File: src/rtl/step_sequencer.sv
// Step sequencer: pattern memory of 12-bit note masks plus a playback timer
// that drives the audio generator's Select mask at a programmable step rate.
module step_sequencer #(
  parameter int NUM_STEPS = 16,
  parameter int SW        = 4,
  parameter int TW        = 24
) (
  input  logic          Clock,
  input  logic          Reset,
  input  logic          Start,
  input  logic          Stop,
  input  logic [TW-1:0] StepPeriod,
  input  logic [TW-1:0] GateLen,
  input  logic [SW:0]   Length,
  input  logic          WrEn,
  input  logic [SW-1:0] WrAddr,
  input  logic [11:0]   WrData,
  output logic [11:0]   Select,
  output logic [SW-1:0] Step,
  output logic          StepTick,
  output logic          Running
);

  typedef enum logic {
    IDLE = 1'b0,
    RUN  = 1'b1
  } state_t;

  state_t        state, state_n;
  logic [11:0]   pattern [NUM_STEPS];
  logic [TW-1:0] count, count_n;
  logic [SW-1:0] step_n;
  logic [11:0]   select_n;
  logic          tick_n;
  logic [TW-1:0] p_eff;
  logic [SW:0]   len_eff;
  logic [SW:0]   step_inc;

  // Effective period and length after clamping the out-of-range encodings.
  always_comb begin
    p_eff    = (StepPeriod < TW'(2)) ? TW'(2) : StepPeriod;
    len_eff  = (Length == '0 || Length > (SW+1)'(NUM_STEPS)) ? (SW+1)'(NUM_STEPS) : Length;
    step_inc = {1'b0, Step} + (SW+1)'(1);
  end

  // Stop has priority over Start; Start restarts from any state.
  always_comb begin
    state_n  = state;
    count_n  = count;
    step_n   = Step;
    select_n = '0;
    tick_n   = 1'b0;
    if (Stop) begin
      state_n = IDLE;
      count_n = '0;
    end else if (Start) begin
      state_n  = RUN;
      count_n  = '0;
      step_n   = '0;
      tick_n   = 1'b1;
      select_n = (GateLen != '0) ? pattern[0] : 12'h000;
    end else begin
      case (state)
        RUN: begin
          // >= so a shortened period fires at once instead of wrapping Count.
          if (count >= p_eff - TW'(1)) begin
            count_n = '0;
            step_n  = (step_inc >= len_eff) ? '0 : step_inc[SW-1:0];
            tick_n  = 1'b1;
          end else begin
            count_n = count + TW'(1);
          end
          select_n = (count_n < GateLen) ? pattern[step_n] : 12'h000;
        end
        default: begin
          select_n = '0;
        end
      endcase
    end
  end

  always_ff @(posedge Clock or posedge Reset) begin
    if (Reset) begin
      state    <= IDLE;
      count    <= '0;
      Step     <= '0;
      Select   <= '0;
      StepTick <= 1'b0;
    end else begin
      state    <= state_n;
      count    <= count_n;
      Step     <= step_n;
      Select   <= select_n;
      StepTick <= tick_n;
    end
  end

  // Pattern is read live by the playback logic, so writes show up next edge.
  always_ff @(posedge Clock or posedge Reset) begin
    if (Reset) begin
      for (int i = 0; i < NUM_STEPS; i++) pattern[i] <= '0;
    end else if (WrEn) begin
      pattern[WrAddr] <= WrData;
    end
  end

  assign Running = (state == RUN);

endmodule
File: config.mk
export PLATFORM = sky130hd
export DESIGN_NAME = step_sequencer
export DESIGN_NICKNAME = d
export VERILOG_FILES = /design/src/rtl/step_sequencer.sv
export SDC_FILE = /design/constraint.sdc
export NUM_CORES = 1
export LEC_CHECK = 0
export CAP_MARGIN = 20
export CORE_MARGIN = 2
export CORE_UTILIZATION = 50
export DETAILED_ROUTE_END_ITERATION = 12
export PLACE_DENSITY = 0.69
export SLEW_MARGIN = 20
export SYNTH_ARGS = -nofsm -noshare
export SYNTH_HDL_FRONTEND = slang
export SYNTH_SLANG_ARGS = --single-unit
File: constraint.sdc
create_clock -name Clock -period 16.95 [get_ports Clock]
set_input_delay 2.5425 -clock Clock [delete_from_list [all_inputs] [get_ports Clock]]
set_output_delay 2.5425 -clock Clock [all_outputs]
set_load 0.02 [all_outputs]
After elaboration in Yosys (flattened, before gate mapping)

Cells that the tools add are included.

Latch bits: 0
Register bits after elaboration: 234
Memories: 0
Memory bits (writable): 0
Output and inout port bits: 18
Logic and storage cells: 76
ROM bits: 0
Input bits: 74

Reductions and logical operators: 8
Equal/unequal tests: 0
Add/sub/neg operators: 3
Shift operators: 0
Bitwise logic cells: 3
Multiplexer cells: 33
Magnitude comparators: 8
Multiply operators: 0
Div/mod/pow operators: 0

Operator list:

| kind                                                 | count |
|---|---|
| bitwise mux 192 bit                                  | 1 |
| 2-to-1 mux 24 bit                                    | 8 |
| 2-to-1 mux 12 bit                                    | 8 |
| binary-select mux 12 bit (select 4 bit)              | 1 |
| demux 12 bit (select 4 bit)                          | 1 |
| 2-to-1 mux 4 bit                                     | 7 |
| adder 24 x 1 -> 24 bit, second input constant        | 1 |
| >= comparator 24 bit                                 | 1 |
| < comparator 24 x 2 -> 1 bit, second input constant  | 1 |
| < comparator 24 bit                                  | 1 |
| nonzero test 24 bit                                  | 1 |
| subtractor 24 x 1 -> 24 bit, second input constant   | 1 |
| >= comparator 5 bit, second input constant           | 2 |
| inverter 4 -> 5 bit                                  | 2 |
| 2-to-1 mux 1 bit                                     | 6 |
| adder 4 x 1 -> 5 bit, second input constant          | 1 |
| >= comparator 5 bit                                  | 1 |
| greater-than comparator 5 bit, second input constant | 1 |
| logical NOT 5 bit                                    | 1 |
| < comparator 5 x 1 -> 1 bit, second input constant   | 1 |
| 2-to-1 mux 5 bit                                     | 1 |
| nonzero test 2 bit                                   | 2 |
| nonzero test 3 bit                                   | 1 |
| AND reduction 2 bit                                  | 1 |
| 3 further kinds                                      | 3 |

Logic depth before layout (Yosys ltp)

Depth in word-level cells: 17
Gate-level depth with buffers: 32
Mapped depth without buffers: 28

Least setup slack after synthesis

No wires, ideal clock.

Kind: input to register
From: input port StepPeriod[12]
To: register Select[4]
Stages on the path: 31
Setup time: 0.124 ns
Required time: 16.826 ns
Buffers on the path: 4
Slack: 8.027 ns
Arrival time: 8.799 ns
Cells stage by stage: or4_1 -> or3_1 -> nor3_1 -> and4_1 -> nand2b_1 -> ha_1 -> nor3b_1 -> nand3_1 -> nor4_1 -> xnor2_1 -> ha_1 -> nand4_1 -> nor3_2 -> nand3_1 -> o211ai_2 -> nand2b_4 -> buf_6 -> buf_2 -> buf_1 -> nor2_1 -> ha_1 -> nand4_1 -> nor4_1 -> o211ai_1 -> a31oi_1 -> nor4_1 -> o31a_1 -> nor2_1 -> clkbuf_1 -> nor2_1 -> o31a_1

Word-level cells in the longest chain between the ends: 16
Elaborated cells on any way between the ends: 21
Those cells by class: 1 x add/sub; 3 x order compare; 16 x mux; 1 x bitwise

RTL lines:

| item                                                                        | RTL line | source |
|---|---|---|
| from (decl)                                                                 | 12       | `input logic [TW-1:0] StepPeriod,` |
| < comparator 24 x 2 -> 1 bit                                                | 41       | `p_eff = (StepPeriod < TW'(2)) ? TW'(2) : StepPeriod;` |
| 2-to-1 mux 24 bit *                                                         | 41       |  |
| subtractor 24 x 1 -> 24 bit *                                               | 66       | `if (count >= p_eff - TW'(1)) begin` |
| >= comparator 24 bit *                                                      | 66       |  |
| parallel branches: the longest is 8 deep, another holds < comparator 24 bit | -        |  |
| 2-to-1 mux 12 bit *                                                         | 73       | `select_n = (count_n < GateLen) ? pattern[step_n] : 12'h000;` |
| 2-to-1 mux 12 bit *                                                         | 63       | `case (state)` |
| 2-to-1 mux 12 bit *                                                         | 56       | `end else if (Start) begin` |
| 2-to-1 mux 12 bit *                                                         | 53       | `if (Stop) begin` |
| via select_n[4]                                                             | 33       | `logic [11:0] select_n;` |
| to (signal assigned)                                                        | 93       | `Select <= select_n;` |
| to (decl)                                                                   | 18       | `output logic [11:0] Select,` |

Mark *: on every way through the listed nets, which the timed path passes. The select of a mux whose other input is x is not followed.
A chain may end at the register's enable or synchronous reset.

Worst setup path in the final report

From: input port StepPeriod[11]
To: register Select[5]

The elaborated chain is that of the path after synthesis.

==> qor.txt <==
Site Rows - 59
Max stage delay cell, worst path - or4_1
Initial DRT Pass Iterations - 5
Max Cap Violations - 0
Crit-path most repeated cell - ha_1
ANT nets after route - 0
Worst reg2reg setup slack - 11.69 ns
Min-delay src - pattern[4]
Starting DRC count in detailed routing - 770
Power Total - 1.56 mW
Area growth from synthesis to layout - 15.3%
Setup TNS - 0 ns
Remaining Overflow, GRT - 0
Setup-violating endpoint count in the final report - 0
Gp weighted congestion - 0.900
Tcrit/Tclk final - 58.1%
Post-synthesis sequential area ratio - 44.1%
Synth Instances - 1234
Clk Latency, worst-skew pair - 0.53 ns
First-pass GRT wire length - 54800 µm
Critical Path Max Stage Delay - 0.57 ns
Fin Clk Skew - 0.0110 ns
Buf/Inv on CP - 2
Largest net degree at the start of global routing - 112
Setup crit end kind - flop
Die area - 27800 µm²
Die Y-Extent - 167 µm
Status - complete, no violations
Synthesized area - 13300 µm²
DP HPWL - 22900 µm
Critical-path maximum fanout - 50
Final Hold Viols - 0
R2r startpoint - Step[0]
Share of the synthesized area in the top cell type - 44.1%
Reg2reg end - Select[11]
Mapped Avg Cell Area - 10.7 µm²
Vias post-DR - 9929
Startpoint types - input port
# DRC - 0
TritonCTS buffer count - 25
Slew Limit Headroom - 27.5%
Kind of cell adding the most delay to the critical path - simple AND/OR/NAND/NOR gates
# resized after CTS - 0
Yosys Warn Count - 0
Core Area - 26100 µm²
Final Max Slew Viols - 0
Achievable Freq - 102 MHz
Nets - 1419
Hold WC Path Type - reg2reg
Vias/cell - 6.04
Path depth of the worst reg2reg path - 14
Number of synthesized flops with an enable pin - 0
Hold path depth - 1
Pwr per Cell Area - 102 nW/µm²
Worst-margin pin slew - 1.09 ns
Unrepaired setup endpoints after global routing - false
Clock root buffer - clkbuf_16
CTS tree - done
Setup Crit Path Kind - in2reg
Post-CTS setup repair buffer count - 0
H-tree levels - 1
VDD IR-drop max - 0.0984 mV
Initial antenna violation count - 1
Vias in the first global route - 9899
Die span in x - 167 µm
Clk pin slew, worst setup/hold paths - 0.06 ns
#FFs+latches synth - 234
Syn Nets - 1364
Fill count - 2214
Ys flop type - dfrtp_1
GRT Overall Usage - 24.7%
Final min period - 9.84 ns
Ys async rst share - 100%
Fraction of layout cells with a size suffix above 1 - 20.9%
IO buf count - 91
Wirelength per Cell - 21.0 µm
Critical Path RT - 17.37 ns
Cts hold-fix bufs - 0
Library cells used by synthesis - 66
Clk sinks - 234
Synth area leader - dfrtp_1
Arrival time at the worst endpoint - 10.26 ns
Area contributors post-synth - dfrtp_1, mux2_2, mux2i_1, ha_1, nor2_1
CTS max path bufs - 3
WL final - 34600 µm
Hold Path End - pattern[4]
I/O pins - 92
Pleak - 6.61 nW
Initial Utilization - 50.9%
## cells by family after synthesis
kind of cell / count (synthesis) / synth area share (%)
compound gates: 186 / 9.24
xor+xnor: 44 / 2.91
fa+ha+maj: 56 / 5.28
buf+inv: 109 / 3.53
flops: 234 / 44.1
mux: 279 / 23.0
simple gates: 326 / 11.9
## worst max path at each step
stage,startpoint,endpoint,slack [ns],cells after the start
finish,StepPeriod[11],Select[5],7.11,28
global route,StepPeriod[10],Select[6],6.34,28
CTS,StepPeriod[11],Select[8],7.21,28
detailed placement,StepPeriod[11],Select[8],6.68,28
global placement,StepPeriod[11],Select[11],6.54,28
floorplan,Reset,Running,7.99,1
## Yosys cell counts, drive strengths merged, types with 4 or more instances
cell    number
nand4       11
ha          56
mux2       192
o22ai       16
o21ai       28
or4          4
xor2        14
nand2       95
nand2b      11
or3          9
inv         33
and4         4
buf         29
mux2i       87
o22a        19
nor2        97
a21o         5
nand3b       6
xnor2       30
clkbuf      46
nor3        17
o211ai       5
nor2b        7
dfrtp      234
and3         9
a211oi       4
a21oi       65
a311oi       9
nor4        27
nand3       18
a31oi       10
## cell type report
cell class,count,area [µm²],share of cell area (%)
diodes,1,2.50,0.0164
clock buffers,31,688,4.50
clock inverters,15,213,1.39
inverters,34,135,0.884
multi-input cells,891,6970,45.6
flip-flops and latches,234,5860,38.3
well taps,335,419,2.74
repair buffers,103,1000,6.57
## state kept, by name, indices dropped and copies added (netlist names)
register / cells
StepTick: 1
count: 24
Running: 1
pattern: 192
Select: 12
Step: 4
## worst reg2reg max path: cells and delay by family, from the launching register on
family / cells / cell delay [ns]
buf+inv: 2 / 0.98
flops: 1 / 0.63
compound gates: 6 / 1.44
mux: 2 / 0.51
simple gates: 1 / 0.55
fa+ha+maj: 2 / 0.79
xor+xnor: 1 / 0.24
## layout by cell type, fill, tap and decap left out, drive strengths merged, types with 4 or more instances in the layout
| master | n |
|---|---|
| nand2b | 11 |
| or4 | 4 |
| nand2 | 95 |
| mux2i | 87 |
| nor3 | 17 |
| o21ai | 28 |
| clkinv | 8 |
| nand3b | 6 |
| mux2 | 192 |
| or3 | 9 |
| ha | 56 |
| nand3 | 18 |
| nor4 | 27 |
| bufinv | 5 |
| nor2b | 7 |
| a31oi | 10 |
| xor2 | 14 |
| a311oi | 9 |
| inv | 34 |
| o211ai | 5 |
| nor2 | 97 |
| clkdlybuf4s50 | 91 |
| xnor2 | 30 |
| nand4 | 11 |
| o22a | 19 |
| buf | 12 |
| a21o | 5 |
| a211oi | 4 |
| and3 | 9 |
| o22ai | 16 |
| and4 | 4 |
| a21oi | 65 |
| dfrtp | 234 |
| clkbuf | 31 |
## stage by stage
| step | hold WS [ns] | std cells | worst slack, ns | cell area (µm²) | utilization, % |
|---|---|---|---|---|---|
| global route | 0.509 | 1643 | 6.34 | 15300 | 58.7 |
| finish | 0.502 | 1644 | 7.11 | 15300 | 58.7 |
| detailed placement | 0.490 | 1597 | 6.68 | 14400 | 55.2 |
| CTS | 0.505 | 1643 | 7.21 | 15300 | 58.7 |
| floorplan | 0.470 | 1234 | 7.99 | 13300 | - |
| global placement | 0.486 | 1596 | 6.54 | 14400 | 55.2 |
## metal layers
layer / vias to the layer above / GRT usage, % / wire [µm]
li1: 4578 / - / -
met1: 4973 / 35.0 / 15800
met2: 305 / 39.6 / 15900
met3: 73 / 3.45 / 1950
met4: 0 / 7.16 / 854
met5: - / 0 / 0
## report_power, final
group / switching (mW) / total (mW) / internal [mW]
logic: 0.102 / 0.238 / 0.136
clock network: 0.230 / 0.595 / 0.365
registers: 0.0582 / 0.727 / 0.669
total: 0.390 / 1.56 / 1.17
Note: power is estimated with default switching activity, not from simulation.
